<file path="config.mk">
export PLATFORM = sky130hd
export DESIGN_NAME = riscv_wb_scoreboard_flat
export DESIGN_NICKNAME = d
export VERILOG_FILES = /design/src/rtl/riscv_wb_scoreboard_if.sv /design/src/rtl/riscv_wb_scoreboard.sv /design/src/flat_wrapper.sv
export SDC_FILE = /design/constraint.sdc
export NUM_CORES = 1
export LEC_CHECK = 0
export CAP_MARGIN = 20
export CORE_UTILIZATION = 46
export CTS_BUF_LIST = sky130_fd_sc_hd__clkbuf_16
export CTS_CLUSTER_DIAMETER = 40
export DETAILED_ROUTE_END_ITERATION = 8
export PLACE_DENSITY_LB_ADDON = 0.12
export SLEW_MARGIN = 20
export SYNTH_ARGS = -nofsm -noshare
export SYNTH_HDL_FRONTEND = slang
export SYNTH_SLANG_ARGS = --single-unit
</file>
<file path="constraint.sdc">
create_clock -name clk -period 6.2 [get_ports clk]
set_input_delay 0.62 -clock clk [delete_from_list [all_inputs] [get_ports clk]]
set_output_delay 0.62 -clock clk [all_outputs]
set_load 0.01 [all_outputs]
</file>
<file path="src/rtl/riscv_wb_scoreboard_if.sv">
// Handshake and status bundle for the writeback scoreboard: expected-entry push,
// retiring writeback events and the run/result status.
interface riscv_wb_scoreboard_if #(
  parameter int XLEN = 32
);
  logic            start;
  logic            exp_valid;
  logic            exp_ready;
  logic            exp_last;
  logic [4:0]      exp_rd;
  logic            exp_wen;
  logic [XLEN-1:0] exp_data;
  logic            wb_valid;
  logic [4:0]      wb_rd;
  logic            wb_wen;
  logic [XLEN-1:0] wb_data;
  logic            busy;
  logic            done;
  logic [15:0]     pass_count;
  logic [15:0]     err_count;
  logic            timeout_err;
  logic            mismatch_pulse;
  logic [4:0]      mismatch_rd;
  logic [XLEN-1:0] mismatch_got;

  modport master (
    output start, exp_valid, exp_last, exp_rd, exp_wen, exp_data,
           wb_valid, wb_rd, wb_wen, wb_data,
    input  exp_ready, busy, done, pass_count, err_count, timeout_err,
           mismatch_pulse, mismatch_rd, mismatch_got
  );

  modport slave (
    input  start, exp_valid, exp_last, exp_rd, exp_wen, exp_data,
           wb_valid, wb_rd, wb_wen, wb_data,
    output exp_ready, busy, done, pass_count, err_count, timeout_err,
           mismatch_pulse, mismatch_rd, mismatch_got
  );
endinterface

</file>
<file path="src/rtl/riscv_wb_scoreboard.sv">
// In-order writeback scoreboard: queues expected writebacks and compares each retirement against the head.
// Optional SCB_STOP_ON_ERROR_EN: the first error ends the run (RUN/DRAIN -> DONE).
//
// state   | meaning
// S_IDLE  | after reset, waiting for start
// S_RUN   | accepting expected entries and checking retirements
// S_DRAIN | last entry accepted, checking until the FIFO empties
// S_DONE  | run finished (drained, timed out or stopped on error)
module riscv_wb_scoreboard #(
  parameter int XLEN    = 32,
  parameter int DEPTH   = 8,
  parameter int TIMEOUT = 64
) (
  input  logic             clk,
  input  logic             rst,
  riscv_wb_scoreboard_if.slave sb
);
  localparam int AW = $clog2(DEPTH);
  localparam int TW = $clog2(TIMEOUT);

  typedef enum logic [1:0] {S_IDLE, S_RUN, S_DRAIN, S_DONE} state_t;

  state_t          state, state_nxt;
  logic [AW:0]     wptr, rptr, fill;
  logic [AW-1:0]   ridx;
  logic [4:0]      mem_rd   [DEPTH];
  logic            mem_wen  [DEPTH];
  logic [XLEN-1:0] mem_data [DEPTH];
  logic [TW-1:0]   idle_cnt;
  logic [15:0]     pass_q, err_q;
  logic            tout_q, pulse_q;
  logic [4:0]      mis_rd_q;
  logic [XLEN-1:0] mis_got_q;

  logic active, empty, full, push, wb_act, pop, head_match, err;
  logic timeout_hit, clear, stop_err;

  assign active = (state == S_RUN) || (state == S_DRAIN);
  assign fill   = wptr - rptr;
  assign empty  = (wptr == rptr);
  // fill reaches DEPTH exactly when its top bit is set
  assign full   = fill[AW];
  assign ridx   = rptr[AW-1:0];

  assign push   = sb.exp_valid && sb.exp_ready;
  assign wb_act = sb.wb_valid && active;
  assign pop    = wb_act && !empty;

  // x0 writes are architecturally discarded, so their data is not compared
  assign head_match = (mem_rd[ridx] == sb.wb_rd) && (mem_wen[ridx] == sb.wb_wen) &&
                      (!mem_wen[ridx] || (mem_rd[ridx] == 5'd0) || (mem_data[ridx] == sb.wb_data));

  assign err         = wb_act && (empty || !head_match);
  assign timeout_hit = active && !empty && !sb.wb_valid && (idle_cnt == TW'(TIMEOUT - 1));
  assign clear       = sb.start && ((state == S_IDLE) || (state == S_DONE));

`ifdef SCB_STOP_ON_ERROR_EN
  assign stop_err = err;
`else
  assign stop_err = 1'b0;
`endif

  always_ff @(posedge clk or posedge rst) begin
    if (rst) state <= S_IDLE;
    else     state <= state_nxt;
  end

  always_comb begin
    state_nxt = state;
    unique case (state)
      S_IDLE, S_DONE: if (sb.start) state_nxt = S_RUN;
      S_RUN: begin
        if (timeout_hit || stop_err)     state_nxt = S_DONE;
        else if (push && sb.exp_last)    state_nxt = S_DRAIN;
      end
      S_DRAIN: begin
        // finish as soon as the FIFO is empty after this edge
        if (timeout_hit || stop_err || empty || (pop && (fill == (AW+1)'(1))))
          state_nxt = S_DONE;
      end
      default: state_nxt = S_IDLE;
    endcase
  end

  always_ff @(posedge clk or posedge rst) begin
    if (rst) begin
      wptr <= '0;
      rptr <= '0;
    end else if (clear) begin
      wptr <= '0;
      rptr <= '0;
    end else begin
      if (push) wptr <= wptr + (AW+1)'(1);
      if (pop)  rptr <= rptr + (AW+1)'(1);
    end
  end

  always_ff @(posedge clk) begin
    if (push) begin
      mem_rd[wptr[AW-1:0]]   <= sb.exp_rd;
      mem_wen[wptr[AW-1:0]]  <= sb.exp_wen;
      mem_data[wptr[AW-1:0]] <= sb.exp_data;
    end
  end

  always_ff @(posedge clk or posedge rst) begin
    if (rst)                                  idle_cnt <= '0;
    else if (!active || empty || sb.wb_valid) idle_cnt <= '0;
    else                                      idle_cnt <= idle_cnt + TW'(1);
  end

  always_ff @(posedge clk or posedge rst) begin
    if (rst) begin
      pass_q    <= '0;
      err_q     <= '0;
      tout_q    <= 1'b0;
      pulse_q   <= 1'b0;
      mis_rd_q  <= '0;
      mis_got_q <= '0;
    end else if (clear) begin
      pass_q    <= '0;
      err_q     <= '0;
      tout_q    <= 1'b0;
      pulse_q   <= 1'b0;
      mis_rd_q  <= '0;
      mis_got_q <= '0;
    end else begin
      if (pop && !err && (pass_q != 16'hFFFF)) pass_q <= pass_q + 16'd1;
      if (err && (err_q != 16'hFFFF))          err_q  <= err_q + 16'd1;
      pulse_q <= err;
      if (err) begin
        mis_rd_q  <= sb.wb_rd;
        mis_got_q <= sb.wb_data;
      end
      if (timeout_hit) tout_q <= 1'b1;
    end
  end

  assign sb.exp_ready      = (state == S_RUN) && !full;
  assign sb.busy           = active;
  assign sb.done           = (state == S_DONE);
  assign sb.pass_count     = pass_q;
  assign sb.err_count      = err_q;
  assign sb.timeout_err    = tout_q;
  assign sb.mismatch_pulse = pulse_q;
  assign sb.mismatch_rd    = mis_rd_q;
  assign sb.mismatch_got   = mis_got_q;
endmodule

</file>
<file path="src/flat_wrapper.sv">
// flat-port wrapper written by rule: the top's interface ports become plain ports
module riscv_wb_scoreboard_flat 
#(
  parameter int XLEN    = 32,
  parameter int DEPTH   = 8,
  parameter int TIMEOUT = 64
)
  (clk, rst, sb_start, sb_exp_valid, sb_exp_last, sb_exp_rd, sb_exp_wen, sb_exp_data, sb_wb_valid, sb_wb_rd, sb_wb_wen, sb_wb_data, sb_exp_ready, sb_busy, sb_done, sb_pass_count, sb_err_count, sb_timeout_err, sb_mismatch_pulse, sb_mismatch_rd, sb_mismatch_got);
  riscv_wb_scoreboard_if #(.XLEN(XLEN)) sb_i ();
  input  logic clk;
  input  logic rst;
  input wire logic [$bits(sb_i.start)-1:0] sb_start;
  input wire logic [$bits(sb_i.exp_valid)-1:0] sb_exp_valid;
  input wire logic [$bits(sb_i.exp_last)-1:0] sb_exp_last;
  input wire logic [$bits(sb_i.exp_rd)-1:0] sb_exp_rd;
  input wire logic [$bits(sb_i.exp_wen)-1:0] sb_exp_wen;
  input wire logic [$bits(sb_i.exp_data)-1:0] sb_exp_data;
  input wire logic [$bits(sb_i.wb_valid)-1:0] sb_wb_valid;
  input wire logic [$bits(sb_i.wb_rd)-1:0] sb_wb_rd;
  input wire logic [$bits(sb_i.wb_wen)-1:0] sb_wb_wen;
  input wire logic [$bits(sb_i.wb_data)-1:0] sb_wb_data;
  output wire logic [$bits(sb_i.exp_ready)-1:0] sb_exp_ready;
  output wire logic [$bits(sb_i.busy)-1:0] sb_busy;
  output wire logic [$bits(sb_i.done)-1:0] sb_done;
  output wire logic [$bits(sb_i.pass_count)-1:0] sb_pass_count;
  output wire logic [$bits(sb_i.err_count)-1:0] sb_err_count;
  output wire logic [$bits(sb_i.timeout_err)-1:0] sb_timeout_err;
  output wire logic [$bits(sb_i.mismatch_pulse)-1:0] sb_mismatch_pulse;
  output wire logic [$bits(sb_i.mismatch_rd)-1:0] sb_mismatch_rd;
  output wire logic [$bits(sb_i.mismatch_got)-1:0] sb_mismatch_got;
  assign sb_i.start = sb_start;
  assign sb_i.exp_valid = sb_exp_valid;
  assign sb_i.exp_last = sb_exp_last;
  assign sb_i.exp_rd = sb_exp_rd;
  assign sb_i.exp_wen = sb_exp_wen;
  assign sb_i.exp_data = sb_exp_data;
  assign sb_i.wb_valid = sb_wb_valid;
  assign sb_i.wb_rd = sb_wb_rd;
  assign sb_i.wb_wen = sb_wb_wen;
  assign sb_i.wb_data = sb_wb_data;
  assign sb_exp_ready = sb_i.exp_ready;
  assign sb_busy = sb_i.busy;
  assign sb_done = sb_i.done;
  assign sb_pass_count = sb_i.pass_count;
  assign sb_err_count = sb_i.err_count;
  assign sb_timeout_err = sb_i.timeout_err;
  assign sb_mismatch_pulse = sb_i.mismatch_pulse;
  assign sb_mismatch_rd = sb_i.mismatch_rd;
  assign sb_mismatch_got = sb_i.mismatch_got;
  riscv_wb_scoreboard #(.XLEN(XLEN), .DEPTH(DEPTH), .TIMEOUT(TIMEOUT)) u_core (.clk(clk), .rst(rst), .sb(sb_i));
endmodule
</file>
Word-level counts from Yosys, hierarchy flattened:

Memories as Yosys holds them, arrays and structs flattened.
Index checks and enable logic that the tools add are counted.

* output and inout port bits: 74
* memories kept: 3
* bits of input ports: 82
* memory bits (writable): 304
* logic and storage cells: 98
* register bits after elaboration: 87

* $add $sub $neg: 6
* equal/unequal tests: 14
* multiplexer cells: 23
* reductions and logical operators: 42

Memory list
* u_core.mem_data: depth 8, bits a word 32, rd ports 1, clocked after Yosys merged registers in 0, write ports 1, RTL line riscv_wb_scoreboard.sv:28 `logic [XLEN-1:0] mem_data [DEPTH];`
* u_core.mem_rd: depth 8, bits a word 5, rd ports 1, clocked after Yosys merged registers in 0, write ports 1, RTL line riscv_wb_scoreboard.sv:26 `logic [4:0] mem_rd [DEPTH];`
* u_core.mem_wen: depth 8, bits a word 1, rd ports 1, clocked after Yosys merged registers in 0, write ports 1, RTL line riscv_wb_scoreboard.sv:27 `logic mem_wen [DEPTH];`

Operator list (count)
* $mux 16: 4
* $mux 32: 2
* $add 16x1->16 const B: 2
* $eq 32x32->1: 1
* $ne 16x16->1 const B: 2
* $logic_and 1x1->1: 16
* $mux 4: 4
* $reduce_bool 2->1: 6
* $mux 5: 2
* $logic_or 1x1->1: 9
* $add 4x1->4 const B: 2
* $mux 2: 4
* $logic_not 1->1: 7
* $add 6x1->6 const B: 1
* $eq 6x6->1 const B: 1
* $mux 6: 1
* $pmux 2 s3: 1
* $eq 5x5->1: 1
* $logic_not 5->1: 1
* $mux 1: 5
* $eq 2x2->1 const B: 2
* $eq 4x1->1 const B: 1
* $eq 4x4->1: 1
* $ne 2x2->1 const B: 2
* 7 further kinds: 7

Depth between registers and ports, before layout:

Gate-level depths: netlist (run 1).
An unclocked memory read counts as a cell.

* depth in word-level cells: 13
* gate-level depth with buffers: 15
* mapped depth without buffers: 11

Worst setup path before layout (run 1):

No wires, ideal clock.

* path type: register -> register
* start point: register u_core.rptr[1]
* end point: memory u_core.mem_data[1][0] (enable)
* arrival time: 6.043 ns
* data required time: 5.672 ns
* clock period less this slack: 6.572 ns
* path slack: -0.372 ns
* cell stages (with the launch flop): 13
* setup time: 0.528 ns
* cell sequence: dfrtp_1 -> buf_2 -> buf_4 -> clkinv_1 -> ha_1 -> nor2b_1 -> o21ai_0 -> nand2b_1 -> xnor2_1 -> and2_1 -> clkbuf_1 -> nand2_1 -> nor4_1

* cells in the longest elaborated chain, start to end: 6

RTL lines
* start, declared: RTL line riscv_wb_scoreboard.sv:24 `logic [AW:0] wptr, rptr, fill;`
* start signal, assigned: RTL line riscv_wb_scoreboard.sv:94 `if (pop) rptr <= rptr + (AW+1)'(1);`
* $sub 4x4->4: RTL line riscv_wb_scoreboard.sv:39 `assign fill = wptr - rptr;`
* $logic_not 1->1: RTL line riscv_wb_scoreboard.sv:139 `assign sb.exp_ready = (state == S_RUN) && !full;`
* $logic_and 1x1->1: RTL line riscv_wb_scoreboard.sv:139
* named net sb_exp_ready: RTL line flat_wrapper.sv:22 `output wire logic [$bits(sb_i.exp_ready)-1:0] sb_exp_ready;`
* $logic_and 1x1->1: RTL line riscv_wb_scoreboard.sv:45 `assign push = sb.exp_valid && sb.exp_ready;`
* $mux 1: RTL line riscv_wb_scoreboard.sv:99 `if (push) begin`
* $mux 1 (implied by the code): RTL line riscv_wb_scoreboard.sv:102 `mem_data[wptr[AW-1:0]] <= sb.exp_data;`
* end, declared: RTL line riscv_wb_scoreboard.sv:28

The timed path passes the listed nets, and every way through them passes these cells.

Final worst setup path (run 1):

* start point: register u_core.rptr[1]
* end point: output port sb_exp_ready

* cells in the longest elaborated chain, start to end: 3

RTL lines (RTL line)
* $sub 4x4->4: riscv_wb_scoreboard.sv:39
* $logic_not 1->1: riscv_wb_scoreboard.sv:139
* $logic_and 1x1->1: riscv_wb_scoreboard.sv:139
* end, declared: flat_wrapper.sv:22

No other way between the ends.

==> flow_summary.yaml, run 1 <==
outcome:
  status: "finished clean"
timing:
  fmax_ghz: 0.213
  hold_violations: 0
  fin_ws_ns: 1.51
  report.final.slew_viol_count: 0
  slew_headroom_pct: 33.6
  period_needed_ns: 4.69
  setup_tns_ns: 0
  fin_skew_ns: 0.0124
  rsz0062_at_grt: "no"
  setup-violations-final: 0
  period_share_pct: 75.6
  worst_slew_pin_slew_ns: 0.994
floorplan:
  core-area_sq_um: 34600
  ios: 156
  start_util_pct: 47.0
  die_area_sq_um: 36100
  die_height_um: 190
  die_x_um: 190
  rows: 68
clock_network:
  cts_htree_levels: 2
  cts_hold_buf: 0
  clkLatencyLatePin_ns: 0.54
  cts_made_buffers: 50
  root_buffer: "clkbuf_16"
  clk_path_buf_depth: 3
  clkTransAtPathRegs_ns: 0.06
  cts_tree: "built"
  cts.sinks: 391
  postCtsSetupRepairBufs: 0
  cts-resized-gates: 0
route:
  drtPass1Iterations: 5
  wl_um: 37100
  drc: 0
  antenna_left: 0
  viasPerCell: 5.58
  wl_per_cell_um: 22.2
  via_count: 9333
  drt_iter0_drc: 566
yosys:
  synth_edf_count: 304
  synth-async-reset-ratio_pct: 22.3
  ys_types: 52
  synth-main-ff-cell: "edfxtp_1"
  syn_nets: 1092
  synth.avg_cell_area_sq_um: 16.3
  synth-seq-cells: 391
  syn_area_sq_um: 16300
  syn_inst: 998
  synth_warnings: 0
  ys_seq_area_share_pct: 69.5
place:
  place_worst_setup_slack_ns: 1.48
  port_buffers: 155
  hpwl_um: 22700
  place_congestion: 0.758
power_and_ir_drop:
  power-per-cell-area_nw_per_um2: 402
  irDropWorstVdd_mv: 0.266
  leakagePower_nw: 7.06
finish:
  final_core_util_pct: 57.8
  n_antenna_cell: 0
  syn2layout_area_growth_pct: 23.1
  drive_gt1_share_pct: 16.9
  num-fill-cells: 2700
  nNetsFinal: 1271
setup_path:
  start_kind: "flip-flop"
  cp_max_fo: 59
  end_kind: "output port"
  cp_data_arrival_time_ns: 4.07
  timing_worst_setup_path_type: "reg -> out"
  r2r_setup_slack_ns: 1.58
  worstPathRequired_ns: 5.58
worst_hold_path:
  hp-class: "in -> async"
grt:
  grt_pass1_vias: 9354
  track_usage_pct: 21.1
  antenna_found_initial: 0
  grt_first_pass_wirelength_um: 56800
  grt_max_degree: 65
  grt-ovfl-total: 0
job:
  cap_violations: 0
[layout make-up]
cell class | count | area [sq um] | area share, %
Timing Repair Buffer | 175 | 1730 | 8.63
Multi-Input combinational cell | 538 | 4650 | 23.2
Sequential cell | 391 | 11300 | 56.5
Clock buffer | 53 | 1330 | 6.63
Inverter | 21 | 81.3 | 0.406
Clock inverter | 41 | 347 | 1.73
Tap cell | 455 | 569 | 2.84
[cell usage in the layout, fill, tap and decap left out, drive strengths merged, types with 7 or more instances in the layout]
| master | Yosys | layout |
|---|---|---|
| edfxtp | 304 | 304 |
| clkdlybuf4s50 | 0 | 155 |
| nand2 | 96 | 96 |
| dfrtp | 87 | 87 |
| mux4 | 60 | 60 |
| mux2i | 55 | 55 |
| nand3 | 53 | 53 |
| clkbuf | 21 | 53 |
| inv | 20 | 38 |
| nor2 | 29 | 29 |
| nand4 | 24 | 24 |
| xnor2 | 22 | 22 |
| xor2 | 22 | 22 |
| buf | 27 | 20 |
| a21oi | 18 | 18 |
| mux2 | 16 | 16 |
| o21ai | 14 | 14 |
| clkinv | 1 | 14 |
| nor3 | 12 | 12 |
| ha | 11 | 11 |
| o31ai | 10 | 10 |
| o22ai | 9 | 9 |
| or3 | 9 | 9 |
| nand2b | 8 | 8 |
| a22o | 8 | 8 |
| nor4 | 8 | 8 |
| and3 | 7 | 7 |
[sequential cells by signal, indices dropped and copies added, names as in the netlist]
register / flops
u_core.rptr: 4
u_core.sb.err_count: 16
u_core.sb.pass_count: 16
u_core.mem_wen: 8
u_core.sb.mismatch_rd: 5
u_core.mem_data: 256
u_core.sb.timeout_err: 1
u_core.idle_cnt: 6
u_core.state: 2
u_core.wptr: 4
u_core.sb.mismatch_got: 32
u_core.mem_rd: 40
u_core.sb.mismatch_pulse: 1
[power by group]
| part | switching [mW] | total (mW) | internal [mW] |
|---|---|---|---|
| sequential | 0.210 | 3.26 | 3.05 |
| combinational | 1.07 | 1.96 | 0.892 |
| clock | 1.10 | 2.83 | 1.73 |
[synth_stat cells, types with 5 or more instances]
cell,number,area (sq um)
mux2i_1,54,541
mux2_2,16,180
xnor2_1,22,193
nand2_1,96,360
buf_4,13,97.6
nor2b_1,5,31.3
o21ai_0,12,60.1
clkbuf_1,21,78.8
nand4_1,23,144
or4_1,6,45.0
nand3_1,53,265
ha_1,11,138
xor2_1,22,193
o31ai_1,10,75.1
buf_2,7,35.0
a21oi_1,18,90.1
nor4_1,5,31.3
edfxtp_1,304,9130
a22o_1,8,70.1
a31o_2,6,52.6
nor2_1,29,109
inv_1,19,71.3
o22ai_1,9,56.3
and2_1,6,37.5
nand2b_1,8,50.1
buf_6,7,78.8
nor3_1,11,55.1
mux4_2,60,1350
or3_1,9,56.3
and3_1,7,43.8
dfrtp_1,87,2180
[final timing paths]
check / start / depth (start not counted) / endpoint
worst max-delay path: u_core.rptr[1] / 8 / sb_exp_ready
worst min-delay path: rst / 2 / u_core.sb.err_count[7]
worst max register to register: u_core.rptr[1] / 10 / u_core.sb.err_count[7]
worst min register to register: u_core.idle_cnt[0] / 1 / u_core.idle_cnt[0]
max in group asynchronous: rst / 3 / u_core.rptr[0]
min in group clk: u_core.idle_cnt[0] / 1 / u_core.idle_cnt[0]
[worst max-delay path: stages (launching register included)]
cell and delay, ns:
dfrtp_4 1.07, clkinv_1 0.56, ha_1 0.46, nor2b_1 0.14, o21ai_0 0.14, nand2b_1 0.08, xnor2_1 0.21, and2_1 0.25
clkdlybuf4s50_1 0.61
[cell families after synthesis]
family | share of synthesized area (%)
compound gates | 3.53
xor+xnor | 2.37
fa+ha+maj | 0.970
buf+inv | 2.27
flops | 69.5
mux | 12.9
simple gates | 8.43
[stage by stage]
step / std cells / power [mW] / hold WS [ns] / instance area [sq um]
after global routing: 1674 / 8.43 / 0.431 / 20000
after floorplan: 998 / 4.58 / 0.433 / 16300
after CTS: 1674 / 8.14 / 0.412 / 20000
final: 1674 / 8.05 / 0.409 / 20000
after global placement: 1580 / 5.28 / 0.449 / 18300
after detailed placement: 1580 / 5.30 / 0.465 / 18300
[routing by layer]
| layer | up-vias | wire (um) | global-route usage [%] |
|---|---|---|---|
| li1 | 4244 | - | - |
| met1 | 4795 | 16700 | 29.9 |
| met2 | 240 | 18200 | 34.3 |
| met3 | 54 | 1640 | 2.93 |
| met4 | 0 | 633 | 5.43 |
| met5 | - | 0 | 0 |
(Power assumes the default switching activity.)
==> inputs of run 2 (changes only) <==
==> constraint.sdc (replaced) <==
create_clock -name clk -period 4.2 [get_ports clk]
set_input_delay 0.42 -clock clk [delete_from_list [all_inputs] [get_ports clk]]
set_output_delay 0.42 -clock clk [all_outputs]
set_load 0.01 [all_outputs]
==> run 2 against run 1 <==
Net effect: final cell count grew 1.1%; die area is the same; combinational power up 53%; sequential power is 47% higher; setup slack worse by 1.2 ns; worst hold slack got worse by 0.035 ns; register-to-register slack worse by 1.3 ns; non-clock buffer count increased by 16; via count increased by 0.85%; flip-flop and latch count stayed put; clock-buffer cell count did not move; clock power up 52%; highest routed layer unchanged.
==> flow_summary.yaml, run 2 (synthesized netlist as in run 1, its figures left out) <==
clock_network:
  cts_made_buffers: 52
  clkLatencyLatePin_ns: 0.57
  cts_tree: "built"
  cts.sinks: 391
  root_buffer: "clkbuf_16"
  clk_path_buf_depth: 3
  cts_htree_levels: 2
  clkTransAtPathRegs_ns: 0.06
finish:
  nNetsFinal: 1289
  largest_reg_flops: 256
  layout_common_cells: "304 x edfxtp_1, 155 x clkdlybuf4s50_1, 95 x nand2_1"
  drive_gt1_share_pct: 18.4
  layout_commonest_cell: "edfxtp_1"
  final_core_util_pct: 58.6
  syn2layout_area_growth_pct: 24.9
  finalNonFillerCells: 1693
  n_antenna_cell: 0
route:
  viasPerCell: 5.56
  wl_per_cell_um: 22.1
  wl_met2_um: 18500
  drtPass1Iterations: 5
  drt_iter0_drc: 603
  top_layer_used: "met4"
  drc: 0
  routed-wl-met3_um: 2170
  via_count: 9412
  wl_um: 37400
  antenna_left: 0
  m1WireLength_um: 15900
place:
  hpwl_um: 23900
  placed_cells: 1596
  port_buffers: 155
  place_congestion: 0.810
floorplan:
  start_util_pct: 47.0
  core-area_sq_um: 34600
  die_x_um: 190
  rows: 68
  ios: 156
  die_area_sq_um: 36100
  die_height_um: 190
timing:
  setup-violations-final: 0
  rsz0062_at_grt: "no"
  hold_violations: 0
  slew_headroom_pct: 43.1
  period_share_pct: 92.8
  worst_slew_pin_slew_ns: 0.852
  fin_skew_ns: 0.0184
  report.final.slew_viol_count: 0
  whs_ns: 0.373
  fmax_ghz: 0.257
  period_needed_ns: 3.90
setup_path:
  worst_r2r_path_depth: 12
  cp_max_fo: 41
  end_kind: "flip-flop"
  worstPathRequired_ns: 4.69
  timing_worst_setup_path_type: "reg -> reg"
  start_kind: "flip-flop"
  cp_data_arrival_time_ns: 4.39
grt:
  grt_pass1_vias: 9519
  antenna_found_initial: 1
  grt_max_degree: 61
  track_usage_pct: 21.4
  grt-ovfl-total: 0
  grt_first_pass_wirelength_um: 57500
power_and_ir_drop:
  leakagePower_nw: 7.16
  power-per-cell-area_nw_per_um2: 594
  irDropWorstVdd_mv: 0.352
  totalPowerFinal_mw: 12.1
job:
  cap_violations: 0
outcome:
  status: "finished clean"
worst_hold_path:
  hp-class: "in -> async"
run 2: changes by cell type in the layout (fill, tap and decap cells not counted):
cell / delta
nor3_4: +6
inv_1: -7
buf_4: +10
clkinv_2: +1
clkinvlp_4: -1
nor4_2: +1
clkinv_4: +2
clkinv_8: +1
nor3_2: -6
clkinv_1: +5
buf_12: +6
inv_6: +1
inv_8: +1
nor4_1: -1
run 2: final cells by class:
cell class / instances / area, sq um
fill: 2685 / 14300
sequential: 391 / 11300
multi-input combinational: 538 / 4700
timing repair buffer: 191 / 1920
clock buffer: 53 / 1330
tap: 455 / 569
clock inverter: 44 / 390
inverter: 21 / 81.3
run 2: final timing paths:
| check | slack (ns) | to | startpoint |
|---|---|---|---|
| max in group asynchronous | 3.08 | u_core.sb.mismatch_got[14] | rst |
| setup reg to reg | 0.30 | u_core.sb.err_count[4] | u_core.rptr[1] |
| hold / removal | 0.37 | u_core.sb.pass_count[10] | rst |
| hold reg to reg | 0.46 | u_core.idle_cnt[0] | u_core.idle_cnt[0] |
| setup / recovery | 0.30 | u_core.sb.err_count[4] | u_core.rptr[1] |
| min in group clk | 0.44 | u_core.sb.mismatch_got[8] | sb_wb_data[8] |
run 2: through the flow:
step | TNS (ns) | setup WS [ns] | area [sq um]
2_1_floorplan | -47.01 | -0.227 | 16300
3_3_place_gp | 0 | 0.214 | 18600
3_5_place_dp | 0 | 0.171 | 18600
4_1_cts | 0 | 0.120 | 20300
5_1_grt | 0 | 0.00548 | 20300
6_report | 0 | 0.304 | 20300
run 2: what timing repair did:
action / CTS / global route
hold endpoints to repair: 0 / 0
gates resized for setup: 0 / 1
hold buffers: 0 / 0
setup buffers: 0 / 0
setup endpoints to repair: 0 / 13
run 2: power breakdown:
group	total (mW)	internal [mW]	switching, mW
clock network	4.29	2.58	1.71
registers	4.78	4.51	0.273
logic	3.00	1.36	1.63
total	12.1	8.45	3.62
run 2: per-layer routing:
layer | GRT usage (%) | vias up
li1 | - | 4296
met1 | 28.6 | 4795
met2 | 35.3 | 255
met3 | 4.30 | 66
met4 | 6.85 | 0
met5 | 0 | -
run 2: critical path: stages (launching register included):
cell and delay, ns:
dfrtp_4 0.83, buf_4 0.34, mux2_2 0.36, o22ai_1 0.18, or3_1 0.14, nand4_1 0.09, nor4_1 0.38, buf_4 0.21
a41oi_4 0.23, o21ai_4 0.25, inv_2 0.32, nand4_1 0.24, mux2i_1 0.20
==> inputs of run 3 (changes only) <==
--- a/config.mk
+++ b/config.mk
@@ -10,7 +10,7 @@
 export CTS_BUF_LIST = sky130_fd_sc_hd__clkbuf_16
 export CTS_CLUSTER_DIAMETER = 40
 export DETAILED_ROUTE_END_ITERATION = 8
-export PLACE_DENSITY_LB_ADDON = 0.12
+export PLACE_DENSITY = 0.65
 export SLEW_MARGIN = 20
 export SYNTH_ARGS = -nofsm -noshare
 export SYNTH_HDL_FRONTEND = slang
==> constraint.sdc (replaced) <==
create_clock -name clk -period 5 [get_ports clk]
set_input_delay 0.5 -clock clk [delete_from_list [all_inputs] [get_ports clk]]
set_output_delay 0.5 -clock clk [all_outputs]
set_load 0.01 [all_outputs]
==> run 3 against run 2 <==
Net effect: worst hold slack gained 0.064 ns; clock-buffer cell count is the same; die area is the same; total power shrank 15%; utilization shrank 0.18 points; routed wire length shrank 2.1%; register-to-register slack gained 0.63 ns; critical endpoint unchanged; first-iteration DRC count grew 5.6%; critical path depth shrank 1.
==> flow_summary.yaml, run 3 (synthesized netlist as in run 1, its figures left out) <==
floorplan:
  ios: 156
  core-area_sq_um: 34600
  start_util_pct: 47.0
  rows: 68
  die_x_um: 190
  die_area_sq_um: 36100
  die_height_um: 190
outcome:
  status: "finished clean"
route:
  wl_per_cell_um: 21.8
  drt_iter0_drc: 637
  wl_um: 36600
  via_count: 9276
  drtPass1Iterations: 5
  viasPerCell: 5.51
  drc: 0
  antenna_left: 0
setup_path:
  timing_worst_setup_path_type: "reg -> reg"
  worstPathRequired_ns: 5.47
  crit_family: "multiplexers"
  critical_path.cell_chain: "buf_12, mux4_2, mux2i_1, xor2_1, nand4_1, nor4_2, a41oi_4, o21ai_4, inv_2, nand4_1, mux2i_1"
  start_kind: "flip-flop"
  slowest_delay_ns: 0.67
  slowest_stage: "dfrtp_4"
  cp_max_fo: 42
  end_kind: "flip-flop"
  cp_data_arrival_time_ns: 4.54
  critPathBufInv: 2
power_and_ir_drop:
  p_switching_mw: 2.99
  leakagePower_nw: 7.14
  pwr-share-seq_pct: 39.0
  switching_share_pct: 29.3
  internal_power_mw: 7.22
  totalPowerFinal_mw: 10.2
  power-per-cell-area_nw_per_um2: 505
  combPwrFrac_pct: 24.5
  clock_power_share_pct: 36.5
  irDropWorstVdd_mv: 0.336
clock_network:
  cts_hold_buf: 0
  cts.sinks: 391
  cts-resized-gates: 0
  cts_made_buffers: 51
  postCtsSetupRepairBufs: 0
  cts_htree_levels: 2
  root_buffer: "clkbuf_16"
  clkTransAtPathRegs_ns: 0.06
  clk_path_buf_depth: 3
  cts_tree: "built"
  clkLatencyLatePin_ns: 0.55
finish:
  drive_gt1_share_pct: 17.8
  syn2layout_area_growth_pct: 24.5
  nNetsFinal: 1280
  final_core_util_pct: 58.4
  largest_reg_flops: 256
  num-fill-cells: 2618
  layout_common_cells: "304 x edfxtp_1, 155 x clkdlybuf4s50_1, 95 x nand2_1"
  layout_commonest_cell: "edfxtp_1"
  n_antenna_cell: 0
  final_area_sq_um: 20200
  finalNonFillerCells: 1682
timing:
  report.final.slew_viol_count: 0
  whs_ns: 0.437
  setup-violations-final: 0
  worst_slew_pin_slew_ns: 0.849
  hold_violations: 0
  rsz0062_at_grt: "no"
  period_share_pct: 81.4
  setup_tns_ns: 0
  fmax_ghz: 0.246
  fin_ws_ns: 0.929
  fin_skew_ns: 0.0168
  slew_headroom_pct: 43.3
  period_needed_ns: 4.07
worst_hold_path:
  hp-class: "in -> async"
grt:
  grt-ovfl-total: 0
  track_usage_pct: 20.7
  grt_max_degree: 53
  grt_first_pass_wirelength_um: 55700
  grt_pass1_vias: 9266
  antenna_found_initial: 0
job:
  cap_violations: 0
place:
  place_worst_setup_slack_ns: 0.831
  port_buffers: 155
  placed_cells: 1588
  placed_area_sq_um: 18500
  hpwl_um: 22800
  place_congestion: 0.784
## run 3: cell types whose count changed in the layout (fill, tap and decap cells not counted), sizes merged
cell,delta
buf,-8
clkinv,-3
inv,-1
clkinvlp,-2
bufinv,+3
## run 3: final cells by class
| type | count | area (sq um) | area share [%] |
|---|---|---|---|
| Clock buffer | 53 | 1330 | 6.55 |
| Clock inverter | 41 | 452 | 2.23 |
| Inverter | 21 | 81.3 | 0.402 |
| Multi-Input combinational cell | 538 | 4660 | 23.0 |
| Sequential cell | 391 | 11300 | 55.9 |
| Tap cell | 455 | 569 | 2.81 |
| Timing Repair Buffer | 183 | 1840 | 9.08 |
## run 3: metal layers
metal | global-route usage (%) | routed length [um] | vias to the layer above
met3 | 3.17 | 2050 | 39
met2 | 33.6 | 17800 | 286
met5 | 0 | 0 | -
li1 | - | - | 4264
met1 | 29.3 | 16100 | 4687
met4 | 5.15 | 564 | 0
## run 3: power groups by stage
stage	clock network (mW)	logic (mW)	registers (mW)
2_1_floorplan	0	1.66	4.02
3_3_place_gp	0	2.49	4.04
3_5_place_dp	0	2.52	4.05
4_1_cts	3.80	2.53	3.98
5_1_grt	3.94	2.72	4.01
6_report	3.73	2.50	3.98
## run 3: worst paths after layout
check | start | to | slack, ns | depth (start not counted)
max in group asynchronous | rst | u_core.sb.mismatch_got[26] | 3.60 | 3
setup reg to reg | u_core.rptr[0] | u_core.sb.err_count[4] | 0.93 | 11
hold / removal | rst | u_core.sb.pass_count[9] | 0.44 | 2
min in group clk | u_core.idle_cnt[0] | u_core.idle_cnt[0] | 0.46 | 1
setup / recovery | u_core.rptr[0] | u_core.sb.err_count[4] | 0.93 | 11
hold reg to reg | u_core.idle_cnt[0] | u_core.idle_cnt[0] | 0.46 | 1
